**config.mk**
```make
export PLATFORM = sky130hd
export DESIGN_NAME = stream_mux_rr_flat
export DESIGN_NICKNAME = d
export VERILOG_FILES = /design/src/rtl/stream_mux_rr_if.sv /design/src/rtl/stream_mux_rr.sv /design/src/flat_wrapper.sv
export SDC_FILE = /design/constraint.sdc
export NUM_CORES = 1
export LEC_CHECK = 0
export BUFFER_PORTS_ARGS = -buffer_cell sky130_fd_sc_hd__buf_2
export CORE_MARGIN = 4
export CORE_UTILIZATION = 43
export CTS_CLUSTER_SIZE = 30
export DETAILED_ROUTE_END_ITERATION = 10
export MAX_ROUTING_LAYER = met4
export PLACE_DENSITY_LB_ADDON = 0.05
export SYNTH_ARGS = -nofsm -noshare
export SYNTH_HDL_FRONTEND = slang
export SYNTH_SLANG_ARGS = --single-unit
export TNS_END_PERCENT = 1
```
**constraint.sdc**
```tcl
create_clock -name clk_i -period 3.2 [get_ports clk_i]
set_clock_uncertainty 0.05 [all_clocks]
set_input_delay 0.8 -clock clk_i [delete_from_list [all_inputs] [get_ports clk_i]]
set_output_delay 0.8 -clock clk_i [all_outputs]
set_load 0.005 [all_outputs]
```
**src/rtl/stream_mux_rr_if.sv**
```systemverilog
// stream_mux_rr_if: channel-side and sink-side handshake bundle of the stream mux
interface stream_mux_rr_if #(
   parameter int WIDTH  = 32,
   parameter int NUM_IN = 4,
   parameter int SEL_W  = $clog2(NUM_IN)
);
   logic [NUM_IN*WIDTH-1:0] in_data_i;
   logic [NUM_IN-1:0]       in_valid_i;
   logic [NUM_IN-1:0]       in_ready_o;
   logic                    mode_i;
   logic [SEL_W-1:0]        sel_i;
   logic [WIDTH-1:0]        out_data_o;
   logic                    out_valid_o;
   logic                    out_ready_i;
   logic [SEL_W-1:0]        out_sel_o;
   // the mux itself
   modport slave (
      input  in_data_i, in_valid_i, mode_i, sel_i, out_ready_i,
      output in_ready_o, out_data_o, out_valid_o, out_sel_o
   );
   // sources, sink and select control around the mux
   modport master (
      output in_data_i, in_valid_i, mode_i, sel_i, out_ready_i,
      input  in_ready_o, out_data_o, out_valid_o, out_sel_o
   );
endinterface

```
**src/rtl/stream_mux_rr.sv**
```systemverilog
// stream_mux_rr: NUM_IN-way stream mux (fixed select or round-robin) with a registered output stage; STREAM_MUX_STATS_EN adds a handshake counter
module stream_mux_rr #(
   parameter int WIDTH  = 32,
   parameter int NUM_IN = 4,
   parameter int SEL_W  = $clog2(NUM_IN)
) (
   input logic clk_i,
   input logic rst_ni,
`ifdef STREAM_MUX_STATS_EN
   output logic [31:0] xfer_cnt_o,
`endif
   stream_mux_rr_if.slave bus
);
   logic [SEL_W-1:0]  ptr;
   logic [SEL_W-1:0]  gnt_idx;
   logic [SEL_W-1:0]  cand;
   logic [SEL_W-1:0]  ptr_nxt;
   logic [SEL_W:0]    rr_sum;
   logic              gnt_vld;
   logic              accept;
   logic              xfer;
   logic [NUM_IN-1:0] grant;
   logic [WIDTH-1:0]  gnt_data;
   logic [WIDTH-1:0]  out_data;
   logic [SEL_W-1:0]  out_sel;
   logic              out_valid;

   // pick the granted channel: first valid from the pointer (wrapping) in rr mode, sel_i in fixed mode
   always_comb begin
      gnt_vld = 1'b0;
      gnt_idx = '0;
      rr_sum  = '0;
      cand    = '0;
      if (bus.mode_i) begin
         for (int i = 0; i < NUM_IN; i++) begin
            rr_sum = {1'b0, ptr} + (SEL_W+1)'(i);
            if (rr_sum >= (SEL_W+1)'(NUM_IN)) rr_sum = rr_sum - (SEL_W+1)'(NUM_IN);
            cand = rr_sum[SEL_W-1:0];
            if (!gnt_vld && bus.in_valid_i[cand]) begin
               gnt_vld = 1'b1;
               gnt_idx = cand;
            end
         end
      end else if ({1'b0, bus.sel_i} < (SEL_W+1)'(NUM_IN)) begin
         gnt_vld = bus.in_valid_i[bus.sel_i];
         gnt_idx = bus.sel_i;
      end
   end

   assign accept         = ~out_valid | bus.out_ready_i;
   assign grant          = {{(NUM_IN-1){1'b0}}, gnt_vld} << gnt_idx;
   assign bus.in_ready_o = grant & {NUM_IN{accept & rst_ni}};
   assign xfer           = gnt_vld & accept;
   assign gnt_data       = bus.in_data_i[gnt_idx*WIDTH +: WIDTH];
   assign ptr_nxt        = (gnt_idx == SEL_W'(NUM_IN-1)) ? '0 : gnt_idx + 1'b1;
   assign bus.out_data_o  = out_data;
   assign bus.out_sel_o   = out_sel;
   assign bus.out_valid_o = out_valid;

   // output register: load on transfer, clear valid on a drain without reload, hold while stalled
   always_ff @(posedge clk_i) begin
      if (!rst_ni) begin
         out_valid <= 1'b0;
         out_data  <= '0;
         out_sel   <= '0;
      end else if (xfer) begin
         out_valid <= 1'b1;
         out_data  <= gnt_data;
         out_sel   <= gnt_idx;
      end else if (bus.out_ready_i) begin
         out_valid <= 1'b0;
      end
   end

   // round-robin pointer advances past the winner, only on rr-mode transfers
   always_ff @(posedge clk_i) begin
      if (!rst_ni) ptr <= '0;
      else if (xfer && bus.mode_i) ptr <= ptr_nxt;
   end

`ifdef STREAM_MUX_STATS_EN
   // saturating count of completed output handshakes
   always_ff @(posedge clk_i) begin
      if (!rst_ni) xfer_cnt_o <= '0;
      else if (out_valid && bus.out_ready_i && xfer_cnt_o != 32'hFFFF_FFFF) xfer_cnt_o <= xfer_cnt_o + 32'd1;
   end
`endif
endmodule

```
**src/flat_wrapper.sv**
```systemverilog
// flat-port wrapper written by rule: the top's interface ports become plain ports
module stream_mux_rr_flat 
#(
   parameter int WIDTH  = 32,
   parameter int NUM_IN = 4,
   parameter int SEL_W  = $clog2(NUM_IN)
)
  (clk_i, rst_ni, bus_in_data_i, bus_in_valid_i, bus_mode_i, bus_sel_i, bus_out_ready_i, bus_in_ready_o, bus_out_data_o, bus_out_valid_o, bus_out_sel_o);
  stream_mux_rr_if #(.WIDTH(WIDTH), .NUM_IN(NUM_IN), .SEL_W(SEL_W)) bus_i ();
  input logic clk_i;
  input logic rst_ni;
  input wire logic [$bits(bus_i.in_data_i)-1:0] bus_in_data_i;
  input wire logic [$bits(bus_i.in_valid_i)-1:0] bus_in_valid_i;
  input wire logic [$bits(bus_i.mode_i)-1:0] bus_mode_i;
  input wire logic [$bits(bus_i.sel_i)-1:0] bus_sel_i;
  input wire logic [$bits(bus_i.out_ready_i)-1:0] bus_out_ready_i;
  output wire logic [$bits(bus_i.in_ready_o)-1:0] bus_in_ready_o;
  output wire logic [$bits(bus_i.out_data_o)-1:0] bus_out_data_o;
  output wire logic [$bits(bus_i.out_valid_o)-1:0] bus_out_valid_o;
  output wire logic [$bits(bus_i.out_sel_o)-1:0] bus_out_sel_o;
  assign bus_i.in_data_i = bus_in_data_i;
  assign bus_i.in_valid_i = bus_in_valid_i;
  assign bus_i.mode_i = bus_mode_i;
  assign bus_i.sel_i = bus_sel_i;
  assign bus_i.out_ready_i = bus_out_ready_i;
  assign bus_in_ready_o = bus_i.in_ready_o;
  assign bus_out_data_o = bus_i.out_data_o;
  assign bus_out_valid_o = bus_i.out_valid_o;
  assign bus_out_sel_o = bus_i.out_sel_o;
  stream_mux_rr #(.WIDTH(WIDTH), .NUM_IN(NUM_IN), .SEL_W(SEL_W)) u_core (.clk_i(clk_i), .rst_ni(rst_ni), .bus(bus_i));
endmodule
```
==> run_results.csv, run 1 <==
group,metric,value,unit
timing,worstMarginPinSlew,0.696,ns
timing,max_freq,334,MHz
place,dpl_worst_slack,0.209,ns
drt,firstDrtPassIters,4,
grt,overflow,0,
drt,drt_iter0_drc,168,
floorplanning,die-width,86.7,um
clocking,cts_buffers,5,
final_layout,antenna_cells,0,
power_and_ir_drop,comb_power_share,40.2,%
grt,grt.met1_usage,31.2,%
yosys,synthTopCellsByCount,"108 x nand3_1, 63 x o21ai_0, 37 x dfxtp_1",
timing,setup_violations,0,
timing,hold_viol,0,
timing,slew_headroom,53.6,%
clocking,cts-root-buf,"clkbuf_8",
final_layout,fin_cells,580,
clocking,cts_max_path_buffers,2,
yosys,ys_seq_area_share,27.8,%
final_layout,syn_to_final_growth,37.9,%
yosys,mappedNetlistNets,487,
critical_path,crit_path_end_kind,"primary output",
final_layout,drive_above_1_share,45.0,%
place,port_buffers,176,
timing,fin_ws,0.206,ns
yosys,ys.flop_type,"dfxtp_1",
grt,grt_use_met2,43.0,%
floorplanning,start_util,44.7,%
critical_path,cp-start-kind,"input pin",
yosys,synth_seq_cells,37,
power_and_ir_drop,intPower,0.953,mW
drt,drt_drc_violations_left,0,
yosys,ys_warn_count,0,
yosys,yosysUniqueCellTypes,34,
yosys,netlist_area,2660,um2
place,place_inst,573,
grt,grt_pass1_vias,3286,
clocking,insertion_delay,0.28,ns
timing,slew_violations,0,
yosys,synth.top_cell.area_share,27.8,%
yosys,netlist_instances,349,
floorplanning,rows,28,
drt,vias,3422,
power_and_ir_drop,p_sw_share,35.3,%
final_layout,n_fill_cell,572,
floorplanning,dieArea,7520,um2
grt,track_usage,25.8,%
clocking,cts_setup_buffers,0,
power_and_ir_drop,power_leakage,1.69,nW
clocking,postCtsHoldBufs,0,
yosys,synth_edf_count,0,
power_and_ir_drop,p_switching,0.519,mW
critical_path,crit_fanout,5,
drt,routed_wl,9940,um
clocking,cts_tree,"yes",
critical_path,required,2.35,ns
timing,fin_setup_tns,0,ns
flow_run,drv_cap,0,
yosys,synth_most_common_cell,"nand3_1",
power_and_ir_drop,vdd_drop_max,181,uV
status,run_status,"finished, final reports clean",
yosys,async_reset_ff_share,0,%
drt,wl_per_cell,17.1,um
critical_path,crit_arrival,2.14,ns
clocking,clk_pin_slew,0.07,ns
power_and_ir_drop,power_density,401,nW/um2
power_and_ir_drop,total_power,1.47,mW
final_layout,nNetsFinal,643,
floorplanning,die_h,86.7,um
timing,min_period,2.99,ns
grt,grt_pass1_wl,15200,um
yosys,synthTopCellsByArea,"dfxtp_1 28%, nand3_1 20%, a32o_1 12%",
timing,period_share,93.6,%
power_and_ir_drop,power_frac_clock,22.5,%
grt,antenna_found_initial,0,
clocking,cts-htree-levels,2,
final_layout,final_util,61.7,%
drt,ant_nets,0,
clocking,clkSinkCount,37,
timing,rsz0062_at_grt,"no",
floorplanning,io_pins,177,
drt,routed_via_density,5.90,
clocking,cts-resized-gates,0,
yosys,synth_area_leader_cell,"dfxtp_1",
power_and_ir_drop,seqPwrFrac,37.4,%
floorplanning,core_area,5960,um2
critical_path,crit_type,"in2out",
place,place_hpwl,6970,um
grt,use_met3,3.99,%
min_path,hold_class,"reg2reg",
yosys,syn_area_per_cell,7.63,um2
grt,grt-busiest-layer,"met2",
place,gp_congestion,0.860,
grt,grt_max_degree,65,
==> per-stage QoR <==
stage,cell area (um2),hold slack [ns]
CTS,3670,0.419
detailed placement,3590,0.403
global route,3670,0.438
finish,3670,0.416
global placement,3590,0.394
floorplan,2660,0.416
==> cell type report <==
type                    count  area (um2)  area share (%)
flip-flops and latches     37         741            20.2
inverters                   3        11.3           0.307
well taps                  75        93.8            2.56
repair buffers            190         998            27.2
multi-input cells         268        1740            47.4
clock buffers               7        86.3            2.35
==> power by group through the flow <==
stage               sequential [mW]  combinational (mW)  clock (mW)
floorplan                     0.564               0.350           0
global placement              0.558               0.583           0
detailed placement            0.560               0.589           0
CTS                           0.550               0.592       0.344
global route                  0.557               0.654       0.360
finish                        0.550               0.591       0.331
==> critical path, cell delays in order <==
cell	delay [ns]
buf_2	0.13
nor2b_1	0.16
o21a_1	0.24
o41ai_4	0.47
and3_1	0.23
buf_2	0.11
==> path summary, 6_finish.rpt <==
| path | start | cells past startpoint | to | slack [ns] |
|---|---|---|---|---|
| max | bus_in_valid_i[2] | 6 | bus_in_ready_o[3] | 0.21 |
| min | u_core.bus.out_data_o[1] | 1 | u_core.bus.out_data_o[1] | 0.42 |
| max reg2reg | u_core.ptr[1] | 6 | u_core.bus.out_data_o[31] | 0.98 |
| min reg2reg | u_core.bus.out_data_o[1] | 1 | u_core.bus.out_data_o[1] | 0.42 |
==> kinds of logic (layout without fill, tap and decap cells) <==
kind of cell	after synthesis	after routing	synth area share, %
flip-flops	37	37	27.8
AO/OA/AOI/OAI	110	110	29.6
buffers and inverters	44	200	7.80
AND/OR/NAND/NOR	154	154	32.8
multiplexers	3	3	1.64
XOR/XNOR	1	1	0.329
==> sequential cells by signal, summed over array words and instances, names as in the netlist <==
signal                  flops
u_core.bus.out_data_o      32
u_core.bus.out_sel_o        2
u_core.bus.out_valid_o      1
u_core.ptr                  2
==> per-layer routing <==
layer	wire (um)	share of wire [%]	vias to the layer above
met5	0	0	-
met4	267	2.7	0
met3	800	8.0	25
met2	4820	48	176
met1	4050	41	1575
li1	-	-	1646
==> cell usage in the layout (no fill, tap or decap), types with 2 or more instances in the layout <==
| cell | Yosys | layout |
|---|---|---|
| a211oi_1 | 2 | 2 |
| a21oi_1 | 2 | 2 |
| a32o_1 | 32 | 32 |
| and3_1 | 2 | 2 |
| buf_2 | 16 | 176 |
| buf_4 | 0 | 13 |
| clkbuf_8 | 0 | 6 |
| dfxtp_1 | 37 | 37 |
| inv_1 | 2 | 2 |
| nand2_1 | 4 | 4 |
| nand2b_1 | 2 | 2 |
| nand3_1 | 108 | 108 |
| nand3_2 | 20 | 20 |
| nor2_1 | 6 | 6 |
| nor2_2 | 2 | 2 |
| nor2b_1 | 5 | 5 |
| nor3_1 | 4 | 3 |
| o21ai_0 | 63 | 63 |
| o21ai_1 | 2 | 2 |
| o41ai_4 | 2 | 2 |
Power figures use the tool's default switching activity.
==> run 2: changes to the inputs <==
Settings changed: CORE_ASPECT_RATIO from default to 1.5.
==> run 2 against run 1 <==
Sequential cell count is the same. Highest routed layer unchanged. Register-to-register slack lost 0.05 ns. Sequential power is essentially flat. Largest cell class unchanged. Combinational power shrank 1%. Via count grew 0.26%. Clock-buffer cell count is the same. Wire length shrank 3.5%. Worst hold slack lost 0.0026 ns. Final cell count shrank 0.34%. Die area grew 0.35%. Setup slack lost 0.011 ns.
==> run_results.csv, run 2 (same netlist as run 1, synthesis figures left out) <==
group,metric,value,unit
status,run_status,"finished, final reports clean",
floorplanning,start_util,45.0,%
timing,slew_headroom,25.0,%
critical_path,crit_path_end_kind,"primary output",
floorplanning,die_h,104,um
place,port_buffers,176,
clocking,cts-root-buf,"clkbuf_8",
place,gp_congestion,0.827,
critical_path,critical_path.max_stage_delay,0.47,ns
clocking,insertion_delay,0.28,ns
grt,track_usage,25.4,%
critical_path,crit_arrival,2.16,ns
final_layout,largest_reg_flops,32,
final_layout,n_fill_cell,574,
clocking,cts_setup_buffers,0,
timing,slew_violations,0,
final_layout,mostFrequentLayoutCell,"buf_2",
final_layout,syn_to_final_growth,38.3,%
drt,ant_nets,0,
clocking,cts_tree,"yes",
timing,worstMarginPinSlew,1.13,ns
drt,firstDrtPassIters,4,
critical_path,crit_type,"in2out",
final_layout,drive_above_1_share,45.3,%
clocking,cts-htree-levels,2,
power_and_ir_drop,power_density,408,nW/um2
grt,overflow,0,
critical_path,cp-start-kind,"input pin",
clocking,cts_max_path_buffers,2,
clocking,clkSinkCount,37,
final_layout,antenna_cells,0,
critical_path,critPathBufInv,2,
timing,hold_viol,0,
drt,wl_per_cell,16.6,um
place,place_hpwl,6900,um
power_and_ir_drop,power_leakage,1.71,nW
drt,vias,3431,
critical_path,required,2.35,ns
floorplanning,die-width,72.3,um
final_layout,nNetsFinal,643,
timing,setup_violations,0,
grt,antenna_found_initial,0,
critical_path,slowest_stage,"o41a_1",
critical_path,path_common_cell,"buf_2",
timing,fin_setup_tns,0,ns
floorplanning,io_pins,177,
power_and_ir_drop,vdd_drop_max,239,uV
place,place_area,3580,um2
grt,grt_pass1_wl,15400,um
final_layout,mostFrequentLayoutCells,"176 x buf_2, 108 x nand3_1, 63 x o21ai_0, 37 x dfxtp_1, 32 x a32o_1",
timing,period_share,93.9,%
critical_path,critPathLaunch,"bus_in_valid_i[2]",
drt,routed_wl,9600,um
min_path,min_from,"u_core.bus.out_data_o[20]",
timing,rsz0062_at_grt,"no",
timing,hold_ws,0.413,ns
drt,drt_drc_violations_left,0,
clocking,clk_pin_slew,0.08,ns
grt,grt_pass1_vias,3293,
floorplanning,core_area,5910,um2
clocking,cts_buffers,5,
critical_path,path_cells,"buf_2 -> nor2b_1 -> o21a_1 -> o41a_1 -> nor3_1 -> buf_2",
timing,max_freq,333,MHz
drt,routed_via_density,5.94,
clocking,cts-resized-gates,0,
timing,min_period,3.01,ns
floorplanning,dieArea,7540,um2
min_path,hold_class,"reg2reg",
floorplanning,rows,34,
critical_path,crit_fanout,5,
critical_path,regToRegStartpoint,"u_core.ptr[1]",
critical_path,crit_family,"compound AO/OA/AOI/OAI gates",
place,dpl_worst_slack,0.202,ns
grt,grt_max_degree,65,
final_layout,finalInstanceArea,3680,um2
timing,fin_ws,0.195,ns
drt,drt_iter0_drc,185,
clocking,postCtsHoldBufs,0,
flow_run,drv_cap,0,
run 2: worst paths after layout:
kind / to / slack (ns) / depth (start not counted)
setup reg to reg: u_core.bus.out_data_o[16] / 0.93 / 5
setup / recovery: bus_in_ready_o[1] / 0.19 / 6
hold reg to reg: u_core.bus.out_data_o[20] / 0.41 / 1
hold / removal: u_core.bus.out_data_o[20] / 0.41 / 1
run 2: cell type report:
cell class | instances | area [um2] | area share [%]
Clock buffer | 7 | 96.3 | 2.62
Inverter | 3 | 11.3 | 0.306
Clock inverter | 1 | 5.00 | 0.136
Timing Repair Buffer | 190 | 998 | 27.1
Multi-Input combinational cell | 268 | 1740 | 47.3
Sequential cell | 37 | 741 | 20.1
Tap cell | 72 | 90.1 | 2.45
run 2: per-stage QoR:
step           util, %  total power, mW  std cells
2_1_floorplan        -            0.915        349
3_3_place_gp      60.6             1.14        570
3_5_place_dp      60.6             1.15        570
4_1_cts           62.3             1.52        578
5_1_grt           62.3             1.60        578
6_report          62.3             1.50        578
run 2: per-layer routing:
metal | vias to the layer above | routed length, um | part of all wire, % | track usage [%]
li1 | 1646 | - | - | -
met3 | 20 | 810 | 8.4 | 3.97
met2 | 162 | 4940 | 51 | 43.0
met4 | 0 | 242 | 2.5 | 8.33
met5 | - | 0 | 0 | -
met1 | 1603 | 3610 | 38 | 30.1
run 2: power breakdown:
part	switching, mW	total, mW	internal [mW]
logic	0.323	0.585	0.262
clock network	0.175	0.370	0.195
registers	0.0295	0.549	0.520
